$ cat config.mk
export PLATFORM = sky130hd
export DESIGN_NAME = fir_parallel_output_serializer
export DESIGN_NICKNAME = d
export VERILOG_FILES = /design/src/rtl/fir_pkg.sv /design/src/rtl/fir_requant.sv /design/src/rtl/fir_parallel_output_serializer.sv
export SDC_FILE = /design/constraint.sdc
export NUM_CORES = 1
export LEC_CHECK = 0
export BUFFER_PORTS_ARGS = -buffer_cell sky130_fd_sc_hd__buf_2
export CAP_MARGIN = 20
export CELL_PAD_IN_SITES_DETAIL_PLACEMENT = 1
export CELL_PAD_IN_SITES_GLOBAL_PLACEMENT = 1
export CORE_UTILIZATION = 40
export DETAILED_ROUTE_END_ITERATION = 10
export PLACE_DENSITY_LB_ADDON = 0.15
export SLEW_MARGIN = 20
export SYNTH_ARGS = -nofsm -noshare
export SYNTH_HDL_FRONTEND = slang
export SYNTH_SLANG_ARGS = --single-unit
$ cat constraint.sdc
create_clock -name clk -period 2.3 [get_ports clk]
set_input_delay 0.115 -clock clk [delete_from_list [all_inputs] [get_ports clk]]
set_output_delay 0.115 -clock clk [all_outputs]
set_load 0.05 [all_outputs]
$ cat src/rtl/fir_pkg.sv
// rtl/fir_pkg.sv - shared widths, saturation limits and output FSM states
package fir_pkg;

    localparam int DEF_DATA_W    = 24;
    localparam int DEF_ACC_W     = 48;
    localparam int DEF_FRAC_BITS = 23;
    localparam int DEF_DEPTH     = 4;

    localparam logic signed [DEF_DATA_W-1:0] SAT_MAX = {1'b0, {(DEF_DATA_W-1){1'b1}}};
    localparam logic signed [DEF_DATA_W-1:0] SAT_MIN = {1'b1, {(DEF_DATA_W-1){1'b0}}};

    typedef enum logic [1:0] {
        ST_IDLE = 2'd0,
        ST_EVEN = 2'd1,
        ST_ODD  = 2'd2
    } out_state_t;

endpackage

$ cat src/rtl/fir_requant.sv
// rtl/fir_requant.sv - round-half-up shift and saturate of one accumulator sum
module fir_requant
    import fir_pkg::*;
#(
    parameter int DATA_W    = DEF_DATA_W,
    parameter int ACC_W     = DEF_ACC_W,
    parameter int FRAC_BITS = DEF_FRAC_BITS
) (
    input  logic signed [ACC_W-1:0]  i_sum,
    output logic signed [DATA_W-1:0] o_sample,
    output logic                     o_clip
);

    localparam logic [ACC_W:0] LP_HALF = {{ACC_W{1'b0}}, 1'b1} << (FRAC_BITS - 1);
    localparam logic signed [DATA_W-1:0] LP_MAX = {1'b0, {(DATA_W-1){1'b1}}};
    localparam logic signed [DATA_W-1:0] LP_MIN = {1'b1, {(DATA_W-1){1'b0}}};

    logic signed [ACC_W:0]         w_ext;
    logic signed [ACC_W:0]         w_rnd;
    logic signed [ACC_W:0]         w_shift;
    logic        [ACC_W-DATA_W+1:0] w_hi;

    // One guard bit keeps the rounding add from wrapping at full scale.
    assign w_ext   = {i_sum[ACC_W-1], i_sum};
    assign w_rnd   = w_ext + LP_HALF;
    assign w_shift = w_rnd >>> FRAC_BITS;

    // The result fits only when every bit above the output sign matches it.
    assign w_hi   = w_shift[ACC_W:DATA_W-1];
    assign o_clip = !((&w_hi) || (~|w_hi));

    always_comb begin
        o_sample = w_shift[DATA_W-1:0];
        if (o_clip) begin
            o_sample = w_shift[ACC_W] ? LP_MIN : LP_MAX;
        end
    end

endmodule

$ cat src/rtl/fir_parallel_output_serializer.sv
// rtl/fir_parallel_output_serializer.sv - requantize even/odd pairs, buffer and re-serialize
module fir_parallel_output_serializer
    import fir_pkg::*;
#(
    parameter int DATA_W    = DEF_DATA_W,
    parameter int ACC_W     = DEF_ACC_W,
    parameter int FRAC_BITS = DEF_FRAC_BITS,
    parameter int DEPTH     = DEF_DEPTH
) (
    input  logic                        clk,
    input  logic                        reset,
    input  logic                        in_valid,
    output logic                        in_ready,
    input  logic signed [ACC_W-1:0]     in_sum_even,
    input  logic signed [ACC_W-1:0]     in_sum_odd,
    output logic                        out_valid,
    input  logic                        out_ready,
    output logic signed [DATA_W-1:0]    out_data,
    output logic                        out_phase,
    output logic                        sat_flag,
    input  logic                        sat_clear,
    output logic [$clog2(DEPTH):0]      fifo_level
);

    localparam int AW = $clog2(DEPTH);
    localparam int LW = AW + 1;

    logic signed [DATA_W-1:0] w_q_even;
    logic signed [DATA_W-1:0] w_q_odd;
    logic                     w_clip_even;
    logic                     w_clip_odd;

    logic [DATA_W-1:0] r_mem_even [DEPTH];
    logic [DATA_W-1:0] r_mem_odd  [DEPTH];
    logic [AW-1:0]     r_wr_ptr;
    logic [AW-1:0]     r_rd_ptr;
    logic [LW-1:0]     r_level;
    logic [LW-1:0]     w_level_nxt;
    logic              r_in_ready;

    out_state_t        r_state;
    out_state_t        w_state_nxt;
    logic              w_push;
    logic              w_pop;
    logic              w_ld_odd;
    logic              w_go_idle;

    logic signed [DATA_W-1:0] r_out_data;
    logic signed [DATA_W-1:0] r_hold_odd;
    logic                     r_out_phase;
    logic                     r_out_valid;
    logic                     r_sat;

    fir_requant #(
        .DATA_W    (DATA_W),
        .ACC_W     (ACC_W),
        .FRAC_BITS (FRAC_BITS)
    ) u_requant_even (
        .i_sum    (in_sum_even),
        .o_sample (w_q_even),
        .o_clip   (w_clip_even)
    );

    fir_requant #(
        .DATA_W    (DATA_W),
        .ACC_W     (ACC_W),
        .FRAC_BITS (FRAC_BITS)
    ) u_requant_odd (
        .i_sum    (in_sum_odd),
        .o_sample (w_q_odd),
        .o_clip   (w_clip_odd)
    );

    // in_ready is registered from the next level, so out_ready never reaches it combinationally.
    assign w_push      = in_valid && r_in_ready;
    assign w_level_nxt = r_level + LW'(w_push) - LW'(w_pop);

    always_ff @(posedge clk) begin
        if (w_push) begin
            r_mem_even[r_wr_ptr] <= w_q_even;
            r_mem_odd[r_wr_ptr]  <= w_q_odd;
        end
    end

    always_ff @(posedge clk or negedge reset) begin
        if (!reset) begin
            r_wr_ptr   <= '0;
            r_rd_ptr   <= '0;
            r_level    <= '0;
            r_in_ready <= 1'b0;
        end else begin
            if (w_push) begin
                r_wr_ptr <= r_wr_ptr + 1'b1;
            end
            if (w_pop) begin
                r_rd_ptr <= r_rd_ptr + 1'b1;
            end
            r_level    <= w_level_nxt;
            r_in_ready <= (w_level_nxt < LW'(DEPTH));
        end
    end

    always_ff @(posedge clk or negedge reset) begin
        if (!reset) begin
            r_state <= ST_IDLE;
        end else begin
            r_state <= w_state_nxt;
        end
    end

    always_comb begin
        w_state_nxt = r_state;
        w_pop       = 1'b0;
        w_ld_odd    = 1'b0;
        w_go_idle   = 1'b0;
        case (r_state)
            ST_IDLE: begin
                if (r_level != '0) begin
                    w_pop       = 1'b1;
                    w_state_nxt = ST_EVEN;
                end
            end
            ST_EVEN: begin
                if (out_ready) begin
                    w_ld_odd    = 1'b1;
                    w_state_nxt = ST_ODD;
                end
            end
            ST_ODD: begin
                if (out_ready) begin
                    if (r_level != '0) begin
                        w_pop       = 1'b1;
                        w_state_nxt = ST_EVEN;
                    end else begin
                        w_go_idle   = 1'b1;
                        w_state_nxt = ST_IDLE;
                    end
                end
            end
            default: begin
                w_state_nxt = ST_IDLE;
            end
        endcase
    end

    // A pop presents the even sample at once and parks the odd one for the next beat.
    always_ff @(posedge clk or negedge reset) begin
        if (!reset) begin
            r_out_data  <= '0;
            r_hold_odd  <= '0;
            r_out_phase <= 1'b0;
            r_out_valid <= 1'b0;
        end else if (w_pop) begin
            r_out_data  <= r_mem_even[r_rd_ptr];
            r_hold_odd  <= r_mem_odd[r_rd_ptr];
            r_out_phase <= 1'b0;
            r_out_valid <= 1'b1;
        end else if (w_ld_odd) begin
            r_out_data  <= r_hold_odd;
            r_out_phase <= 1'b1;
        end else if (w_go_idle) begin
            r_out_valid <= 1'b0;
        end
    end

    always_ff @(posedge clk or negedge reset) begin
        if (!reset) begin
            r_sat <= 1'b0;
        end else if (w_push && (w_clip_even || w_clip_odd)) begin
            r_sat <= 1'b1;
        end else if (sat_clear) begin
            r_sat <= 1'b0;
        end
    end

    assign in_ready   = r_in_ready;
    assign out_valid  = r_out_valid;
    assign out_data   = r_out_data;
    assign out_phase  = r_out_phase;
    assign sat_flag   = r_sat;
    assign fifo_level = r_level;

endmodule

==> flow_summary.yaml, run 1 <==
die:
  die_x_um: 167
  core_area_sq_um: 26800
  initial_utilization_pct: 40.6
  dieArea_sq_um: 27900
  rows: 60
  die_height_um: 167
  num_io_pins: 132
clock_tree:
  clockBufferDepth: 3
  path_clk_slew_ns: 0.06
  cts_buffers: 26
  clock_latency_ns: 0.52
  cts_tree: "yes"
  clock-sinks: 253
  clockRootBuffer: "clkbuf_16"
  h-tree-depth: 1
  post_cts_buffers: 0
power:
  p_switching_mw: 5.38
  peakVddDrop_uv: 909
  pwr-share-comb_pct: 33.5
  p_clk_share_pct: 24.7
  p_int_mw: 10.5
  p_leak_nw: 4.65
  total_power_mw: 15.8
  power_density_nw_per_um2: 1240
  seqPwrFrac_pct: 41.7
  swShare_pct: 34.0
worst_setup_path:
  path_cells: "nor3_1 -> nor3b_4 -> xnor2_1 -> ha_1 -> inv_1 -> fa_1 -> xor2_1 -> inv_1"
  worstPathMaxFanout: 4
  cpMostUsedCell: "inv_1"
  path_class: "flip-flop to flip-flop"
  cp.arrival_ns: 2.40
  crit_buf_inv: 2
  critical-path-top-delay-family: "adder cells"
  crit_path_end_kind: "flip-flop"
  critPathLaunchType: "flip-flop"
  cp_slowest_stage_delay_ns: 0.44
  crit_required_ns: 2.69
  slowest_stage: "dfrtp_2"
logic_synthesis:
  synth_nets: 784
  syn_area_sq_um: 10900
  synthCells: 675
  yosysWarnings: 0
  yosysTopAreaCellShare_pct: 52.9
  synth-edff-count: 192
  yosys.cell_count.top_type: "edfxtp_1"
  synth_seq_cells: 253
  synth_async_sr_flop_share_pct: 24.1
  yosysSeqAreaShare_pct: 66.9
  yosys.cell_types.count: 55
  yosys-top-cells-count: "edfxtp_1 (192), dfrtp_1 (61), o21ai_0 (54)"
  syn-mean-instance-area_sq_um: 16.1
  ys.flop_type: "edfxtp_1"
  yosysTopAreaCell: "edfxtp_1"
  synth.area.top_cells: "edfxtp_1 (53%), dfrtp_1 (14%), mux4_2 (9.9%)"
place:
  hpwlAfterDp_um: 15500
  preCtsSetupSlack_ns: -0.0759
  portBuffers: 87
  routabilityCongestion: 0.796
  placed_cells: 1097
global_routing:
  grt_max_degree: 78
  grt_remaining_overflow: 0
  antenna_found_initial: 0
  grt_use_total_pct: 17.8
  grt_pass1_vias: 6760
  grt_pass1_wl_um: 38200
sta:
  setup_ws_ns: 0.295
  max_freq_mhz: 499
  hold_viol: 0
  setup_viol: 0
  final-max-slew-violation-count: 0
  min_period_ns: 2.01
  fin_crit_sh_pct: 87.2
  clock_skew_ns: 0.0141
  rsz0062_at_grt: "false"
  worstMarginPinSlew_ns: 0.740
  slew_headroom_pct: 50.7
routing:
  wl_um: 24000
  first_iter_violations: 335
  wl_per_cell_um: 20.9
  dr.pass1.iters: 6
  ant_nets: 0
  vias: 6193
  via_per_inst: 5.39
  met1Wirelength_um: 10300
  met2WireLength_um: 12500
  drc: 0
  wl_met3_um: 848
  top_layer: "met4"
final_layout:
  area_growth_pct: 17.2
  n_antenna_cell: 0
  stdcell_count: 1148
  nets: 896
  nFillCells: 2604
  drive_gt1_share_pct: 32.1
worst_hold_path:
  min_path_type: "input pin to flip-flop"
run:
  cap_violations: 0
run_status:
  outcome: "finished clean"
-- worst paths after layout --
kind	startpoint	endpoint	slack [ns]	depth (start not counted)
max in group asynchronous	reset	r_hold_odd[0]	1.33	3
min in group asynchronous	reset	sat_flag	0.21	2
worst min register to register	r_hold_odd[15]	r_hold_odd[15]	0.51	1
worst min-delay path	in_sum_even[46]	r_mem_even[1][23]	0.04	2
worst max register to register	fifo_level[1]	fifo_level[2]	0.29	8
worst max-delay path	fifo_level[1]	fifo_level[2]	0.29	8
-- metrics by stage --
stage          hold slack (ns)  TNS, ns  util [%]  cell area [sq um]
4_1_cts                 0.0297        0      47.6              12800
5_1_grt                 0.0329        0      47.6              12800
6_report                0.0395        0      47.6              12800
2_1_floorplan           -0.181        0         -              10900
3_3_place_gp             0.211   -0.195      44.5              11900
3_5_place_dp             0.220    -2.61      44.5              11900
-- repair_timing --
action / 4_1_cts / 5_1_grt
hold endpoints to repair: 32 / 0
hold buffers: 3 / 0
resized for setup: 0 / 0
-- final cells by class --
class	instances	area, sq um	area share, %
clock inverter	12	58.8	0.461
inverter	16	60.1	0.470
tap	341	427	3.34
multi-input combinational	371	3390	26.5
timing repair buffer	119	796	6.23
clock buffer	36	739	5.79
sequential	253	7300	57.2
-- cells in the final DEF (no fill, tap or decap), types with 2 or more instances in the layout --
master	synthesis	final
dlygate4sd3_1	0	3
nand2b_1	2	2
dfrtp_2	0	5
nor4_1	3	3
clkbuf_16	0	27
nor3_1	15	15
and3_1	9	5
ha_1	7	7
inv_1	16	16
a21oi_1	2	2
and2_1	3	3
clkinv_1	0	2
o21ai_2	10	10
mux2i_1	24	24
nand3_1	16	16
buf_4	5	20
o21ai_0	54	54
o21ai_1	10	10
xor2_1	18	18
nand4_1	9	9
and3_2	0	4
nor2_1	11	11
buf_12	0	9
and4_2	2	2
clkbuf_1	21	6
mux2_2	25	25
and4_1	5	5
xnor2_1	33	33
dfrtp_1	61	56
clkbuf_8	0	3
buf_2	1	87
edfxtp_1	192	192
clkinv_2	0	9
mux4_2	48	48
nand2_1	41	41
-- power by group through the flow --
stage	sequential, mW	combinational (mW)	clock (mW)
5_1_grt	6.71	5.80	4.19
4_1_cts	6.62	5.46	4.02
6_report	6.61	5.31	3.92
3_5_place_dp	6.70	5.42	0
3_3_place_gp	6.63	5.30	0
2_1_floorplan	7.44	3.01	0
-- cells by family after synthesis --
| group | count (synthesis) | synth area share (%) |
|---|---|---|
| XOR/XNOR | 51 | 4.10 |
| adder cells (fa/ha/maj) | 8 | 0.988 |
| multiplexers | 97 | 14.7 |
| AO/OA/AOI/OAI | 86 | 4.72 |
| buffers and inverters | 51 | 2.12 |
| flip-flops | 253 | 66.9 |
| AND/OR/NAND/NOR | 129 | 6.41 |
-- state kept, by name, summed over array words and instances (netlist names) --
| register | flops |
|---|---|
| out_phase | 1 |
| fifo_level | 3 |
| r_wr_ptr | 2 |
| r_rd_ptr | 2 |
| out_data | 24 |
| r_state | 2 |
| r_mem_even | 96 |
| sat_flag | 1 |
| out_valid | 1 |
| r_mem_odd | 96 |
| in_ready | 1 |
| r_hold_odd | 24 |
-- routing by layer --
layer	GRT usage, %	vias to the layer above
met2	31.5	99
met4	3.82	0
met5	0	-
met1	23.0	3244
li1	-	2821
met3	2.80	29
Power figures use the tool's default switching activity.
==> run 2, diff against run 1 <==
- SETUP_SLACK_MARGIN: unset -> 0.3
==> flow_summary.yaml, run 2 (synthesis results as in run 1) <==
worst_setup_path:
  r2r_end: "fifo_level[2]"
  critPathLaunchType: "flip-flop"
  crit_end: "fifo_level[2]"
  reg2reg_slack_ns: 0.43
  crit_start: "r_state[1]"
  path_class: "flip-flop to flip-flop"
  slowest_stage: "dfrtp_1"
  worstPathMaxFanout: 4
  cp_slowest_stage_delay_ns: 0.42
  cpMostUsedCell: "inv_1"
  reg2reg_from: "r_state[1]"
  crit_path_end_kind: "flip-flop"
  r2r_cells: 8
  cp.arrival_ns: 2.27
  path_cells: "nand2b_1 -> nor3b_4 -> xnor2_2 -> ha_2 -> inv_1 -> fa_2 -> xor2_2 -> inv_1"
  crit_required_ns: 2.70
final_layout:
  stdcell_count: 1156
  n_antenna_cell: 0
  layout_common_cells: "edfxtp_1 (192), buf_2 (87), dfrtp_1 (56)"
  area_growth_pct: 19.2
  drive_gt1_share_pct: 34.0
  nets: 903
  layout_commonest_cell: "edfxtp_1"
  reg_top3: "r_mem_even (96), r_mem_odd (96)"
routing:
  wl_per_cell_um: 20.5
  drc: 0
  ant_nets: 0
  first_iter_violations: 330
  wl_um: 23600
  dr.pass1.iters: 4
  vias: 6204
  via_per_inst: 5.37
clock_tree:
  cts_buffers: 27
  cts_tree: "yes"
  h-tree-depth: 1
  clockBufferDepth: 3
  clock_latency_ns: 0.52
  path_clk_slew_ns: 0.06
  clockRootBuffer: "clkbuf_16"
  clock-sinks: 253
sta:
  slew_headroom_pct: 61.8
  final-max-slew-violation-count: 0
  setup_viol: 0
  hold_viol: 0
  setup_ws_ns: 0.431
  worstMarginPinSlew_ns: 0.573
  fin_crit_sh_pct: 81.3
  min_period_ns: 1.87
  max_freq_mhz: 535
  clock_skew_ns: 0.0121
  rsz0062_at_grt: "false"
power:
  total_power_mw: 16.5
  peakVddDrop_uv: 954
  power_density_nw_per_um2: 1270
  p_clk_share_pct: 27.2
  pwr-share-comb_pct: 32.4
  p_int_mw: 11.0
  seqPwrFrac_pct: 40.4
  swShare_pct: 33.1
  p_leak_nw: 4.75
  p_switching_mw: 5.46
global_routing:
  grt_max_degree: 78
  grt_remaining_overflow: 0
  grt_pass1_wl_um: 37800
  grt_pass1_vias: 6864
  antenna_found_initial: 0
  grt_use_total_pct: 17.5
die:
  die_height_um: 167
  dieArea_sq_um: 27900
  die_x_um: 167
  core_area_sq_um: 26800
  initial_utilization_pct: 40.6
  num_io_pins: 132
  rows: 60
place:
  preCtsSetupSlack_ns: -0.400
  portBuffers: 87
  routabilityCongestion: 0.768
  hpwlAfterDp_um: 15700
  placed_cells: 1102
worst_hold_path:
  min_path_type: "input pin to flip-flop"
run_status:
  outcome: "finished clean"
run:
  cap_violations: 0
run 2: cell count changes in the layout (fill, tap and decap cells not counted), moves of 2 or more:
cell	before	now
buf_4	20	26
bufinv_16	0	5
clkbuf_1	6	3
clkinv_2	9	6
clkinvlp_4	0	3
clkbuf_8	3	1
inv_6	0	2
run 2: per-layer routing:
metal	track usage [%]	vias to the layer above	share of wire (%)
met4	3.34	0	1.5
met1	22.1	3239	43
met2	32.2	94	53
met3	2.09	25	2.5
li1	-	2846	-
met5	0	-	0
run 2: stage by stage:
| step | util, % | instance area, sq um | hold WS [ns] | TNS (ns) |
|---|---|---|---|---|
| after floorplan | - | 10900 | -0.181 | 0 |
| after global placement | 44.8 | 12000 | 0.217 | -21.30 |
| after detailed placement | 44.8 | 12000 | 0.234 | -30.01 |
| after CTS | 48.4 | 13000 | 0.0135 | 0 |
| after global routing | 48.4 | 13000 | 0.0506 | 0 |
| final | 48.4 | 13000 | 0.0370 | 0 |
run 2: worst max-delay path: cells and delay by family, from the launching register on:
kind	cells	cell delay, ns
and+or+nand+nor	2	0.36
adders and majority gates	2	0.53
DFF	1	0.42
buffers and inverters	2	0.10
xor gates and xnor gates	2	0.33
run 2: final cells by class:
cell class,count,area [sq um]
clock buffers,31,701
clock inverters,19,231
fillers,2564,13800
inverters,16,60.1
multi-input cells,371,3420
flip-flops and latches,253,7300
well taps,341,427
repair buffers,125,841
run 2: power groups by stage:
stage	clock network, mW	logic, mW	registers (mW)
2_1_floorplan	0	3.05	7.44
3_5_place_dp	0	5.45	6.77
5_1_grt	4.76	5.84	6.80
6_report	4.49	5.35	6.67
3_3_place_gp	0	5.29	6.70
4_1_cts	4.60	5.46	6.69
run 2: how the worst min path moves through the flow:
| stage | end | cells after the start | startpoint | slack, ns |
|---|---|---|---|---|
| after floorplan | fifo_level[0] | 0 | reset | -0.18 |
| after global placement | r_hold_odd[20] | 2 | reset | 0.22 |
| after detailed placement | out_data[20] | 2 | reset | 0.23 |
| after CTS | r_mem_even[2][23] | 2 | in_sum_even[46] | 0.01 |
| after global routing | r_wr_ptr[0] | 3 | in_valid | 0.05 |
| final | r_mem_even[2][23] | 2 | in_sum_even[46] | 0.04 |
run 2: what timing repair did:
item                                    CTS  global route
hold endpoints to repair                 45             0
pin swaps                                 0             0
hold buffers                              3             0
setup buffers                             0             1
gates resized for setup                   1             3
endpoints found under the setup margin   92             1
==> run 3, diff against run 2 <==
- clock period: 2.3 -> 1.8 ns (I/O delays scaled with it)
==> flow_summary.yaml, run 3 (synthesis results as in run 1) <==
final_layout:
  area_growth_pct: 37.3
  reg_top3: "r_mem_even (96), r_mem_odd (96)"
  stdcell_count: 1254
  drive_gt1_share_pct: 47.2
  nets: 1001
  seq_area_sq_um: 7300
  multi_input_area_sq_um: 4010
  nFillCells: 2488
  postLayoutCellArea_sq_um: 15000
  layout_commonest_cell: "edfxtp_1"
  fin_util_pct: 55.8
  layout_common_cells: "edfxtp_1 (192), buf_2 (81), buf_4 (80)"
  n_antenna_cell: 0
die:
  initial_utilization_pct: 40.6
  die_height_um: 167
  rows: 60
  num_io_pins: 132
  dieArea_sq_um: 27900
  die_x_um: 167
  core_area_sq_um: 26800
routing:
  wl_um: 28300
  first_iter_violations: 313
  vias: 6724
  dr.pass1.iters: 5
  ant_nets: 0
  drc: 0
  wl_per_cell_um: 22.6
  via_per_inst: 5.36
place:
  routabilityCongestion: 0.767
  preCtsSetupSlack_ns: -0.208
  portBuffers: 87
  hpwlAfterDp_um: 16800
  placed_cells: 1165
  postPlaceCellArea_sq_um: 12900
power:
  power_density_nw_per_um2: 1600
  p_leak_nw: 5.63
  peakVddDrop_uv: 1480
sta:
  setup_viol: 1
  clock_skew_ns: 0.0183
  worstMarginPinSlew_ns: 0.588
  hold_viol: 0
  rsz0062_at_grt: "true"
  min_period_ns: 1.81
  hold_ws_ns: 0.0267
  fin_crit_sh_pct: 101
  max_freq_mhz: 551
  slew_headroom_pct: 60.4
  final-max-slew-violation-count: 0
  setup_ws_ns: -0.0146
worst_setup_path:
  critical-path-top-delay-family: "adder cells"
  critPathLaunchType: "flip-flop"
  path_class: "flip-flop to flip-flop"
  crit_required_ns: 2.21
  slowest_stage: "dfrtp_1"
  crit_buf_inv: 2
  cp_slowest_stage_delay_ns: 0.39
  crit_path_end_kind: "flip-flop"
  path_cells: "nand2b_1 -> nor3b_4 -> xnor2_2 -> ha_2 -> inv_2 -> fa_2 -> xor2_2 -> inv_1"
  worstPathMaxFanout: 2
  cp.arrival_ns: 2.23
global_routing:
  grt_pass1_wl_um: 41300
  grt_pass1_vias: 7229
  antenna_found_initial: 0
  grt_use_total_pct: 19.4
  grt_max_degree: 49
  grt_remaining_overflow: 0
clock_tree:
  cts_tree: "yes"
  clockRootBuffer: "clkbuf_16"
  clockBufferDepth: 3
  cts_buffers: 27
  h-tree-depth: 1
  clock_latency_ns: 0.54
  clock-sinks: 253
  path_clk_slew_ns: 0.06
run_status:
  violations: "negative setup slack"
  outcome: "finished with violations"
worst_hold_path:
  min_path_type: "input pin to flip-flop"
run:
  cap_violations: 0
## run 3: power by group
| part | internal [mW] | switching (mW) |
|---|---|---|
| registers | 7.79 | 0.773 |
| clock network | 3.42 | 2.28 |
| logic | 4.76 | 4.93 |
| total | 16.0 | 7.98 |
## run 3: final cells by class
| type | instances | area share [%] |
|---|---|---|
| flip-flops and latches | 253 | 48.8 |
| multi-input cells | 371 | 26.8 |
| repair buffers | 223 | 14.9 |
| clock buffers | 36 | 5.09 |
| well taps | 341 | 2.85 |
| clock inverters | 14 | 1.13 |
| inverters | 16 | 0.402 |
## run 3: worst reg2reg max path, cell delays in order (launching register included)
cell and delay (ns):
dfrtp_1 0.39, nand2b_1 0.11, nor3b_4 0.26, xnor2_2 0.15, ha_2 0.20, inv_2 0.04, fa_2 0.35, xor2_2 0.18
inv_1 0.05
## run 3: final timing paths
| check | cells past startpoint | end | start | slack (ns) |
|---|---|---|---|---|
| max | 8 | fifo_level[2] | r_state[1] | -0.01 |
| min | 2 | r_mem_even[2][23] | in_sum_even[46] | 0.03 |
| max reg2reg | 8 | fifo_level[2] | r_state[1] | -0.01 |
| min reg2reg | 1 | r_hold_odd[8] | r_hold_odd[8] | 0.51 |
| max in group asynchronous | 4 | r_hold_odd[4] | reset | 0.97 |
| min in group asynchronous | 2 | out_data[18] | reset | 0.07 |
## run 3: metrics by stage
| stage | total power, mW | setup TNS (ns) |
|---|---|---|
| detailed placement | 16.0 | -20.31 |
| finish | 23.9 | -0.0146 |
| global placement | 15.8 | -15.82 |
| floorplan | 13.6 | -14.96 |
| global route | 24.9 | -0.647 |
| CTS | 23.5 | -0.0307 |
## run 3: repair_timing
action | CTS | global route
setup buffers | 7 | 8
pin swaps | 17 | 13
gates resized for setup | 79 | 47
setup endpoints to repair | 125 | 297
gates cloned | 9 | 12
endpoints found under the hold margin | 56 | 0
hold buffers | 3 | 0
## run 3: per-layer routing
layer	global-route usage (%)	vias up	share of wire (%)
met1	25.0	3536	44
li1	-	3048	-
met2	35.0	106	52
met5	0	-	0
met3	2.54	34	2.6
met4	3.90	0	1.8
